--- src/rtl/alu_issue_seq.sv ---
// alu_issue_seq: single-command sequencer in front of an external ALU.
// Latches a command, drives the ALU for SETTLE cycles, then presents the result.
module alu_issue_seq #(
  parameter int WIDTH  = 32,
  parameter int SETTLE = 1
) (
  input  logic             clk,
  input  logic             rst_n,
  input  logic             in_valid,
  output logic             in_ready,
  input  logic [2:0]       in_cmd,
  input  logic [WIDTH-1:0] in_a,
  input  logic [WIDTH-1:0] in_b,
  output logic [WIDTH-1:0] alu_a,
  output logic [4:0]       alu_op,
  output logic [WIDTH-1:0] alu_b,
  input  logic [WIDTH-1:0] alu_s,
  output logic             out_valid,
  input  logic             out_ready,
  output logic [WIDTH-1:0] out_result,
  output logic [2:0]       out_cmd,
  output logic             out_zero,
  output logic [15:0]      op_count,
  output logic             err_illegal
);

  typedef enum logic [1:0] {
    IDLE = 2'd0,
    EXEC = 2'd1,
    RESP = 2'd2
  } state_t;

  state_t     state, state_d;
  logic [3:0] cnt;
  logic [4:0] op_d;
  logic       accept;
  logic       illegal;

  assign in_ready  = (state == IDLE);
  assign out_valid = (state == RESP);
  assign accept    = in_ready && in_valid;
  assign illegal   = (in_cmd == 3'd7);

  // Opcode to ALU operation code.
  always_comb begin
    op_d = 5'b00000;
    case (in_cmd)
      3'd0:    op_d = 5'b00000;
      3'd1:    op_d = 5'b00001;
      3'd2:    op_d = 5'b00010;
      3'd3:    op_d = 5'b01110;
      3'd4:    op_d = 5'b01111;
      3'd5:    op_d = 5'b11000;
      3'd6:    op_d = 5'b11001;
      default: op_d = 5'b00000;
    endcase
  end

  // Next-state logic.
  always_comb begin
    state_d = state;
    unique case (1'b1)
      (state == IDLE): if (in_valid) state_d = illegal ? RESP : EXEC;
      (state == EXEC): if (cnt == 4'd1) state_d = RESP;
      (state == RESP): if (out_ready) state_d = IDLE;
      default:         state_d = IDLE;
    endcase
  end

  // State register.
  always_ff @(posedge clk or negedge rst_n) begin
    if (!rst_n) state <= IDLE;
    else        state <= state_d;
  end

  // Datapath: command latch, settle counter, result capture, stats.
  always_ff @(posedge clk or negedge rst_n) begin
    if (!rst_n) begin
      cnt         <= 4'd0;
      alu_a       <= '0;
      alu_b       <= '0;
      alu_op      <= 5'b00000;
      out_result  <= '0;
      out_cmd     <= 3'd0;
      out_zero    <= 1'b1;
      op_count    <= 16'd0;
      err_illegal <= 1'b0;
    end else if (accept) begin
      out_cmd <= in_cmd;
      if (illegal) begin
        out_result  <= '0;
        out_zero    <= 1'b1;
        err_illegal <= 1'b1;
      end else begin
        alu_a  <= in_a;
        alu_b  <= in_b;
        alu_op <= op_d;
        cnt    <= 4'(SETTLE);
      end
    end else if (state == EXEC) begin
      cnt <= cnt - 4'd1;
      if (cnt == 4'd1) begin
        out_result <= alu_s;
        out_zero   <= (alu_s == '0);
      end
    end else if (out_valid && out_ready) begin
      op_count <= op_count + 16'd1;
    end
  end

endmodule

--- config.mk ---
export PLATFORM = sky130hd
export DESIGN_NAME = alu_issue_seq
export DESIGN_NICKNAME = d
export VERILOG_FILES = /design/src/rtl/alu_issue_seq.sv
export SDC_FILE = /design/constraint.sdc
export NUM_CORES = 1
export LEC_CHECK = 0
export CELL_PAD_IN_SITES_DETAIL_PLACEMENT = 2
export CELL_PAD_IN_SITES_GLOBAL_PLACEMENT = 2
export CORE_MARGIN = 2
export CORE_UTILIZATION = 27
export CTS_BUF_LIST = sky130_fd_sc_hd__clkbuf_2
export DETAILED_ROUTE_END_ITERATION = 16
export GPL_TIMING_DRIVEN = 0
export MAX_ROUTING_LAYER = met4
export PLACE_DENSITY_LB_ADDON = 0.2
export RECOVER_POWER = 25
export SLEW_MARGIN = 0
export SYNTH_ARGS = -nofsm -noshare
export SYNTH_HDL_FRONTEND = slang
export SYNTH_SLANG_ARGS = --single-unit
--- constraint.sdc ---
create_clock -name clk -period 4.1 [get_ports clk]
set_clock_uncertainty 0.1 [all_clocks]
set_input_delay 1.025 -clock clk [delete_from_list [all_inputs] [get_ports clk]]
set_output_delay 1.025 -clock clk [all_outputs]
set_load 0.02 [all_outputs]
==> reports/metrics.csv, run 1 <==
metric,value,unit
outcome,finished with violations,
violations,"capacitance limit, slew limit",
rsz0062_at_grt,no,
final-max-slew-violation-count,61,
clockBufferDepth,2,
fillers,1997,
fp-row-count,50,
syn_inst,496,
final-hold-violation-count,0,
layout.nets,846,
drtPass1Iterations,4,
p_int,3500,uW
muxShareOfSynthArea,0,
cts-root-buf,clkbuf_2,
slew_headroom,-0.937,
cts_buffers,17,
postCtsSetupBuffers,0,
netlist_area,5160,um2
cts.clk_slew.worst_paths,0.19,ns
drt_iter0_drc,106,
crit_arrival,2.20,ns
vias,4563,
power.leakage,0.00375,uW
ys_types,44,
seqPwrFrac,0.360,
maxCapViolCount,1,
period_share,0.811,
cts_resized,0,
hold_buffers,0,
grt_max_degree,69,
postRouteAntennaNets,0,
avgSynthCellArea,10.4,um2
antenna_found_initial,1,
worstPathMaxFanout,8,
grt_overflow,0,
seq_area,3200,um2
drc,0,
synth_top_family_by_area,simple AND/OR/NAND/NOR gates,
core,18700,um2
initial_core_util,0.276,
post_drt_wl_per_cell,17.5,um
worst_pin_slew,2.91,ns
numClockSinks,128,
synthAdderAreaFrac,0.00727,
critPathRequiredTime,2.97,ns
drive_gt1_frac,0.0863,
place_ws,1.04,ns
yosysSeqAreaShare,0.621,
wl,17200,um
grt_pass1_wl,27800,um
multi_input_area,1780,um2
grt_pass1_vias,5217,
gp_congestion,0.755,
p_switching,2330,uW
die_w,142,um
crit_path_end_kind,primary output,
area_delta_synth_final,55.0,%
switching_share,0.399,
ir_worst_vdd,0.000268,V
fin_ws,0.777,ns
critPathLaunchType,register,
dp_hpwl,13100,um
p_per_area,728,nW/um2
pin_count,227,
min_period,3.32,ns
synth_simple_gate_area_frac,0.231,
hold_path_class,reg2reg,
synth_compound_gate_area_share,0.0780,
finalSetupViolations,0,
synth_nets,602,
grt_usage,0.182,
die_h,142,um
final_core_util,0.428,
cts_max_level,4,
worstSkewPairLatency,0.69,ns
vias_per_cell,4.62,
die_area,20200,um2
cts_tree,yes,
synth_xor_xnor_area_share,0.0288,
numPortBuffers,224,
p_comb_frac,0.485,
ys_ff_latch,128,
clock.fmax,301,MHz
yosys_warnings,0,
pwr-share-clk,0.155,
crit_type,reg2out,
-- cell families (layout without fill, tap and decap cells) --
logic type / count (synthesis) / count (layout)
other: 0 / 1
flip-flops: 128 / 128
XOR/XNOR: 17 / 17
adder cells (fa/ha/maj): 3 / 3
AO/OA/AOI/OAI: 50 / 50
AND/OR/NAND/NOR: 267 / 267
buffers and inverters: 31 / 288
-- through the flow --
step	std cells	hold WS (ns)	setup TNS [ns]	area (um2)	power, uW
2_1_floorplan	496	0.369	0	5160	3500
3_3_place_gp	954	0.344	-427.68	7700	4870
3_5_place_dp	955	0.361	0	7730	5010
4_1_cts	987	0.0877	0	8000	5950
5_1_grt	988	0.418	0	8000	6250
6_report	988	0.380	0	8000	5830
-- state kept, by name, summed over array words and instances, names as in the netlist --
register / count
alu_a: 32
alu_b: 32
alu_op: 5
cnt: 4
err_illegal: 1
op_count: 16
out_cmd: 3
out_result: 32
out_zero: 1
state: 2
-- layout make-up --
| class | count | area share |
|---|---|---|
| Antenna cell | 1 | 0.000313 |
| Inverter | 5 | 0.00234 |
| Clock inverter | 15 | 0.0241 |
| Multi-Input combinational cell | 337 | 0.222 |
| Buffer | 26 | 0.0199 |
| Timing Repair Buffer | 225 | 0.283 |
| Tap cell | 234 | 0.0366 |
| Clock buffer | 17 | 0.0106 |
| Sequential cell | 128 | 0.400 |
-- cell usage after synthesis, drive strengths merged --
master	n	share of area
nor3b	2	0.0051
nand3	6	0.0068
xor2	6	0.010
dfstp	1	0.0051
nand2	219	0.16
or2	1	0.0012
nand3b	2	0.0053
xnor2	11	0.019
nor4	10	0.018
o21ba	1	0.0019
nand4	6	0.0073
a22o	32	0.054
and3	1	0.0012
a21oi	4	0.0039
buf	24	0.029
nor4b	1	0.0017
o31ai	1	0.0015
and2	2	0.0024
ha	3	0.0073
nand2b	1	0.0012
nor2b	1	0.0012
and4	2	0.0034
o21a	1	0.0015
inv	5	0.0036
o21ai	5	0.0048
nand4b	2	0.0063
nor3	2	0.0019
o21bai	2	0.0029
clkbuf	2	0.0015
dfrtp	127	0.62
or3b	1	0.0017
a21o	1	0.0015
nor2	8	0.0063
a221o	2	0.0039
a2bb2o	1	0.0019
-- metal layers --
layer / global-route usage / wire length (um)
met1: 0.215 / 7330
met2: 0.301 / 8510
met3: 0.0569 / 1230
met4: 0.0532 / 175
met5: - / 0
-- worst max-delay path, cell delays in order, from the launching register on --
cell	delay, ns
dfrtp_1	0.64
nor2b_1	0.24
clkdlybuf4s50_1	0.65
-- power by group through the flow --
stage	Sequential (uW)	Clock [uW]	Combinational, uW
6_report	2100	901	2830
5_1_grt	2180	1010	3060
4_1_cts	2110	953	2890
3_5_place_dp	2140	0	2870
3_3_place_gp	2100	0	2770
2_1_floorplan	2690	0	811
-- final timing paths --
kind | depth (start not counted) | slack [ns] | startpoint | end
setup / recovery | 2 | 0.78 | state[1] | out_valid
hold / removal | 2 | 0.38 | out_zero | out_zero
setup reg to reg | 7 | 2.08 | cnt[1] | out_result[29]
hold reg to reg | 2 | 0.38 | out_zero | out_zero
max in group asynchronous | 1 | 0.96 | rst_n | out_result[22]
min in group asynchronous | 1 | 1.28 | rst_n | alu_a[12]
-- placed cells by master, fill, tap and decap left out, types with 5 or more instances in the layout --
cell	instances
nor4_1	8
clkdlybuf4s50_1	223
buf_6	5
dfrtp_1	127
nand2_1	218
buf_2	19
a22o_1	32
xor2_1	6
clkbuf_2	17
nand3_1	5
o21ai_0	5
nand4_1	6
nor2_1	7
xnor2_1	11
Note: power is estimated with default switching activity, not from simulation.
==> run 2: changes to the inputs <==
--- a/config.mk
+++ b/config.mk
@@ -8,7 +8,7 @@
 export CELL_PAD_IN_SITES_DETAIL_PLACEMENT = 2
 export CELL_PAD_IN_SITES_GLOBAL_PLACEMENT = 2
 export CORE_MARGIN = 2
-export CORE_UTILIZATION = 27
+export CORE_UTILIZATION = 25
 export CTS_BUF_LIST = sky130_fd_sc_hd__clkbuf_2
 export DETAILED_ROUTE_END_ITERATION = 16
 export GPL_TIMING_DRIVEN = 0
==> constraint.sdc (replaced) <==
create_clock -name clk -period 3.1 [get_ports clk]
set_clock_uncertainty 0.1 [all_clocks]
set_input_delay 0.775 -clock clk [delete_from_list [all_inputs] [get_ports clk]]
set_output_delay 0.775 -clock clk [all_outputs]
set_load 0.02 [all_outputs]
==> run 2 against run 1 <==
The run ends with capacitance limit left. Non-clock buffer count is 1 higher. Worst setup slack got worse by 0.43 ns. Sequential share of layout area increased by 0.13 points. Design area down 0.30%. Largest power group unchanged.
==> reports/metrics.csv, run 2 (synthesis gave the netlist of run 1 again) <==
metric,value,unit
outcome,finished with violations,
violations,capacitance limit,
core,20200,um2
slew_headroom,0.00554,
final-max-slew-violation-count,0,
drive_gt1_frac,0.0875,
min_period,2.75,ns
crit_type,reg2out,
worstSkewPairLatency,0.69,ns
path_cells,clkdlybuf4s50_1,
die_w,148,um
power.leakage,0.00371,uW
grt_overflow,0,
cts_buffers,17,
worst_pin_slew,1.49,ns
power,7550,uW
vias_per_cell,4.46,
initial_core_util,0.255,
area_delta_synth_final,54.6,%
period_share,0.888,
vias,4584,
finalSetupViolations,0,
rsz0062_at_grt,no,
drt_iter0_drc,80,
gp_congestion,0.778,
drtPass1Iterations,4,
critPathLaunchType,register,
die_h,148,um
dp_hpwl,13500,um
clockBufferDepth,2,
fp-row-count,52,
p_per_area,946,nW/um2
worstPathMaxFanout,2,
cts.clk_slew.worst_paths,0.20,ns
cts_max_level,4,
fin_ws,0.346,ns
die_area,21800,um2
crit_arrival,1.88,ns
clock.fmax,363,MHz
tns,0,ns
antenna_found_initial,3,
critPathRequiredTime,2.22,ns
post_drt_wl_per_cell,17.3,um
crit_path_end_kind,primary output,
stdcell_area,7980,um2
drc,0,
layout.nets,847,
cp_slowest_cell,clkdlybuf4s50_1,
numPortBuffers,224,
place_ws,0.325,ns
maxCapViolCount,1,
final-hold-violation-count,0,
reg_top3,"alu_a (32), alu_b (32), out_result (32)",
grt_usage,0.170,
postRouteAntennaNets,0,
layout_commonest_cell,clkdlybuf4s50_1,
critPathBufInv,1,
cts-root-buf,clkbuf_2,
grt_max_degree,76,
final_cell_mix,"220 x clkdlybuf4s50_1, 218 x nand2_1, 126 x dfrtp_1",
grt_pass1_vias,5150,
pin_count,227,
numClockSinks,128,
crit_family,buffers and inverters,
cpPeakStageDelay,0.63,ns
placement.cell_area,7770,um2
wl,17700,um
cts_tree,yes,
hold_path_class,in2reg,
ir_worst_vdd,0.000359,V
grt_pass1_wl,28300,um
whs,0.266,ns
## run 2: timing repair
item	in CTS	in global routing
hold endpoints to repair	52	0
hold buffers	1	0
gates resized for setup	3	0
endpoints found under the setup margin	2	0
setup buffers	0	0
## run 2: final timing paths
path | slack (ns) | endpoint | depth (start not counted) | from
max | 0.35 | out_zero | 1 | out_zero
min | 0.27 | out_cmd[1] | 3 | in_cmd[1]
max reg2reg | 0.93 | alu_a[26] | 7 | state[1]
min reg2reg | 0.37 | out_zero | 2 | out_zero
max in group asynchronous | 0.96 | state[1] | 3 | rst_n
min in group asynchronous | 0.86 | alu_a[14] | 2 | rst_n
## run 2: power breakdown
part           switching (uW)  internal, uW
Combinational            1990          1740
Sequential                438          2350
Clock                     674           368
## run 2: per-stage QoR
step,util,cells
floorplan,-,496
global placement,0.383,990
detailed placement,0.384,991
CTS,0.396,1024
global route,0.394,1027
finish,0.394,1027
## run 2: layer usage
layer | wire length [um] | vias to the layer above | GRT usage
met3 | 1240 | 17 | 0.0596
li1 | - | 2117 | -
met5 | 0 | - | -
met1 | 7820 | 2292 | 0.207
met4 | 238 | 0 | 0.0438
met2 | 8420 | 158 | 0.269
## run 2: area by class of cell
| type | count | area [um2] |
|---|---|---|
| Fill cell | 2212 | 12300 |
| Sequential cell | 128 | 3210 |
| Timing Repair Buffer | 226 | 2270 |
| Multi-Input combinational cell | 337 | 1750 |
| Tap cell | 270 | 338 |
| Buffer | 26 | 151 |
| Clock inverter | 14 | 143 |
| Clock buffer | 18 | 90.1 |
| Inverter | 5 | 18.8 |
| Antenna cell | 3 | 7.51 |
==> run 3: changes to the inputs <==
--- a/config.mk
+++ b/config.mk
@@ -12,7 +12,6 @@
 export CTS_BUF_LIST = sky130_fd_sc_hd__clkbuf_2
 export DETAILED_ROUTE_END_ITERATION = 16
 export GPL_TIMING_DRIVEN = 0
-export MAX_ROUTING_LAYER = met4
 export PLACE_DENSITY_LB_ADDON = 0.2
 export RECOVER_POWER = 25
 export SLEW_MARGIN = 0
==> run 3 against run 2 <==
Die area unchanged. Critical endpoint unchanged. Core utilization about the same. Register-to-register slack about the same. Global-route usage down 0.51 points. Clock-buffer cell count unchanged. Critical path depth unchanged. The run ends with capacitance limit, slew limit left.
==> reports/metrics.csv, run 3 (synthesis gave the netlist of run 1 again) <==
metric,value,unit
finalSetupViolations,0,
rr_worst_depth,6,
grt_usage,0.164,
p_comb_frac,0.494,
critPathRequiredTime,2.22,ns
final_core_util,0.394,
die_w,148,um
min_period,2.74,ns
drive_gt1_frac,0.0875,
pwr-share-clk,0.138,
cpPeakStageDelay,0.63,ns
drt_iter0_drc,68,
die_h,148,um
hold_start,in_cmd[1],
rsz0062_at_grt,no,
post_drt_wl_per_cell,17.3,um
antenna_found_initial,2,
slew_headroom,-0.00175,
initial_core_util,0.255,
final_cell_mix,"220 x clkdlybuf4s50_1, 218 x nand2_1, 126 x dfrtp_1",
crit_arrival,1.86,ns
final-max-slew-violation-count,53,
crit_cells,1,
switching_share,0.410,
vias_per_cell,4.46,
layout_commonest_cell,clkdlybuf4s50_1,
postRouteAntennaNets,0,
fp-row-count,52,
hold_depth,3,
whs,0.286,ns
worstPathMaxFanout,2,
p_int,4450,uW
regToRegEndpoint,alu_b[7],
violations,"capacitance limit, slew limit",
seqPwrFrac,0.369,
p_switching,3090,uW
crit_type,reg2out,
stdcell_area,7980,um2
core,20200,um2
dp_cells,991,
ir_worst_vdd,0.000358,V
crit_family,buffers and inverters,
drtPass1Iterations,4,
placement.cell_area,7770,um2
grt_max_degree,76,
cts_tree,yes,
cts_buffers,17,
vias,4574,
clock.fmax,365,MHz
worstSkewPairLatency,0.67,ns
final-hold-violation-count,0,
path_cells,clkdlybuf4s50_1,
cp_slowest_cell,clkdlybuf4s50_1,
worstHoldEndpoint,out_cmd[1],
cts-root-buf,clkbuf_2,
gp_congestion,0.768,
outcome,finished with violations,
power.leakage,0.00371,uW
critPathLaunchType,register,
reg_top3,"alu_a (32), alu_b (32), out_result (32)",
cts_max_level,4,
numPortBuffers,224,
area_delta_synth_final,54.5,%
numClockSinks,128,
p_per_area,947,nW/um2
drc,0,
grt_pass1_vias,5144,
grt_pass1_wl,28300,um
grt_overflow,0,
dp_hpwl,13500,um
critPathBufInv,1,
layout.nets,847,
worst_pin_slew,1.50,ns
clockBufferDepth,2,
cts.clk_slew.worst_paths,0.20,ns
die_area,21800,um2
fin_cells,1025,
rrSetupSlack,0.92,ns
period_share,0.883,
crit_path_end_kind,primary output,
maxCapViolCount,1,
r2r-start,state[1],
tns,0,ns
hold_path_class,in2reg,
wl,17700,um
pin_count,227,
[run 3: changes by cell type in the layout (fill, tap and decap cells not counted)]
cell     change
diode_2      -2
[run 3: layout make-up]
type | count | area, um2
fill | 2211 | 12300
buffer | 26 | 151
clock inverter | 14 | 143
clock buffer | 18 | 90.1
tap | 270 | 338
multi-input combinational | 337 | 1750
timing repair buffer | 226 | 2270
inverter | 5 | 18.8
sequential | 128 | 3210
antenna | 1 | 2.50
[run 3: worst max-delay path by stage]
stage,start,to
after floorplan,in_cmd[1],out_result[10]
after global placement,rst_n,op_count[5]
after detailed placement,in_cmd[2],out_result[22]
after CTS,state[0],out_valid
after global routing,state[0],out_valid
final,out_zero,out_zero
[run 3: per-layer routing]
metal	up-vias	GRT usage	wire length [um]
li1	2114	-	-
met1	2283	0.203	7670
met2	162	0.268	8450
met3	13	0.0660	1450
met4	2	0.0438	150
met5	-	0	13
[run 3: power by group through the flow]
stage          logic, uW  registers (uW)  clock network, uW
6_report            3730            2780               1040
2_1_floorplan       1070            3550                  0
5_1_grt             4040            2890               1160
3_3_place_gp        3680            2790                  0
3_5_place_dp        3810            2830                  0
4_1_cts             3820            2800               1100
[run 3: per-stage QoR]
stage / power (uW) / worst slack [ns]
finish: 7550 / 0.362
global route: 8090 / 0.185
CTS: 7730 / 0.195
detailed placement: 6640 / 0.325
global placement: 6470 / -4.09
floorplan: 4630 / 1.11
[run 3: worst min-delay path, delay by kind of cell]
kind / cells / cell delay [ns]
buf+inv: 1 / 0.16
simple gates: 2 / 0.12
[run 3: timing repair]
action,CTS,global route
setup endpoints to repair,2,0
hold endpoints to repair,52,0
buffers inserted,0,0
hold buffers,1,0
gates resized for setup,3,0
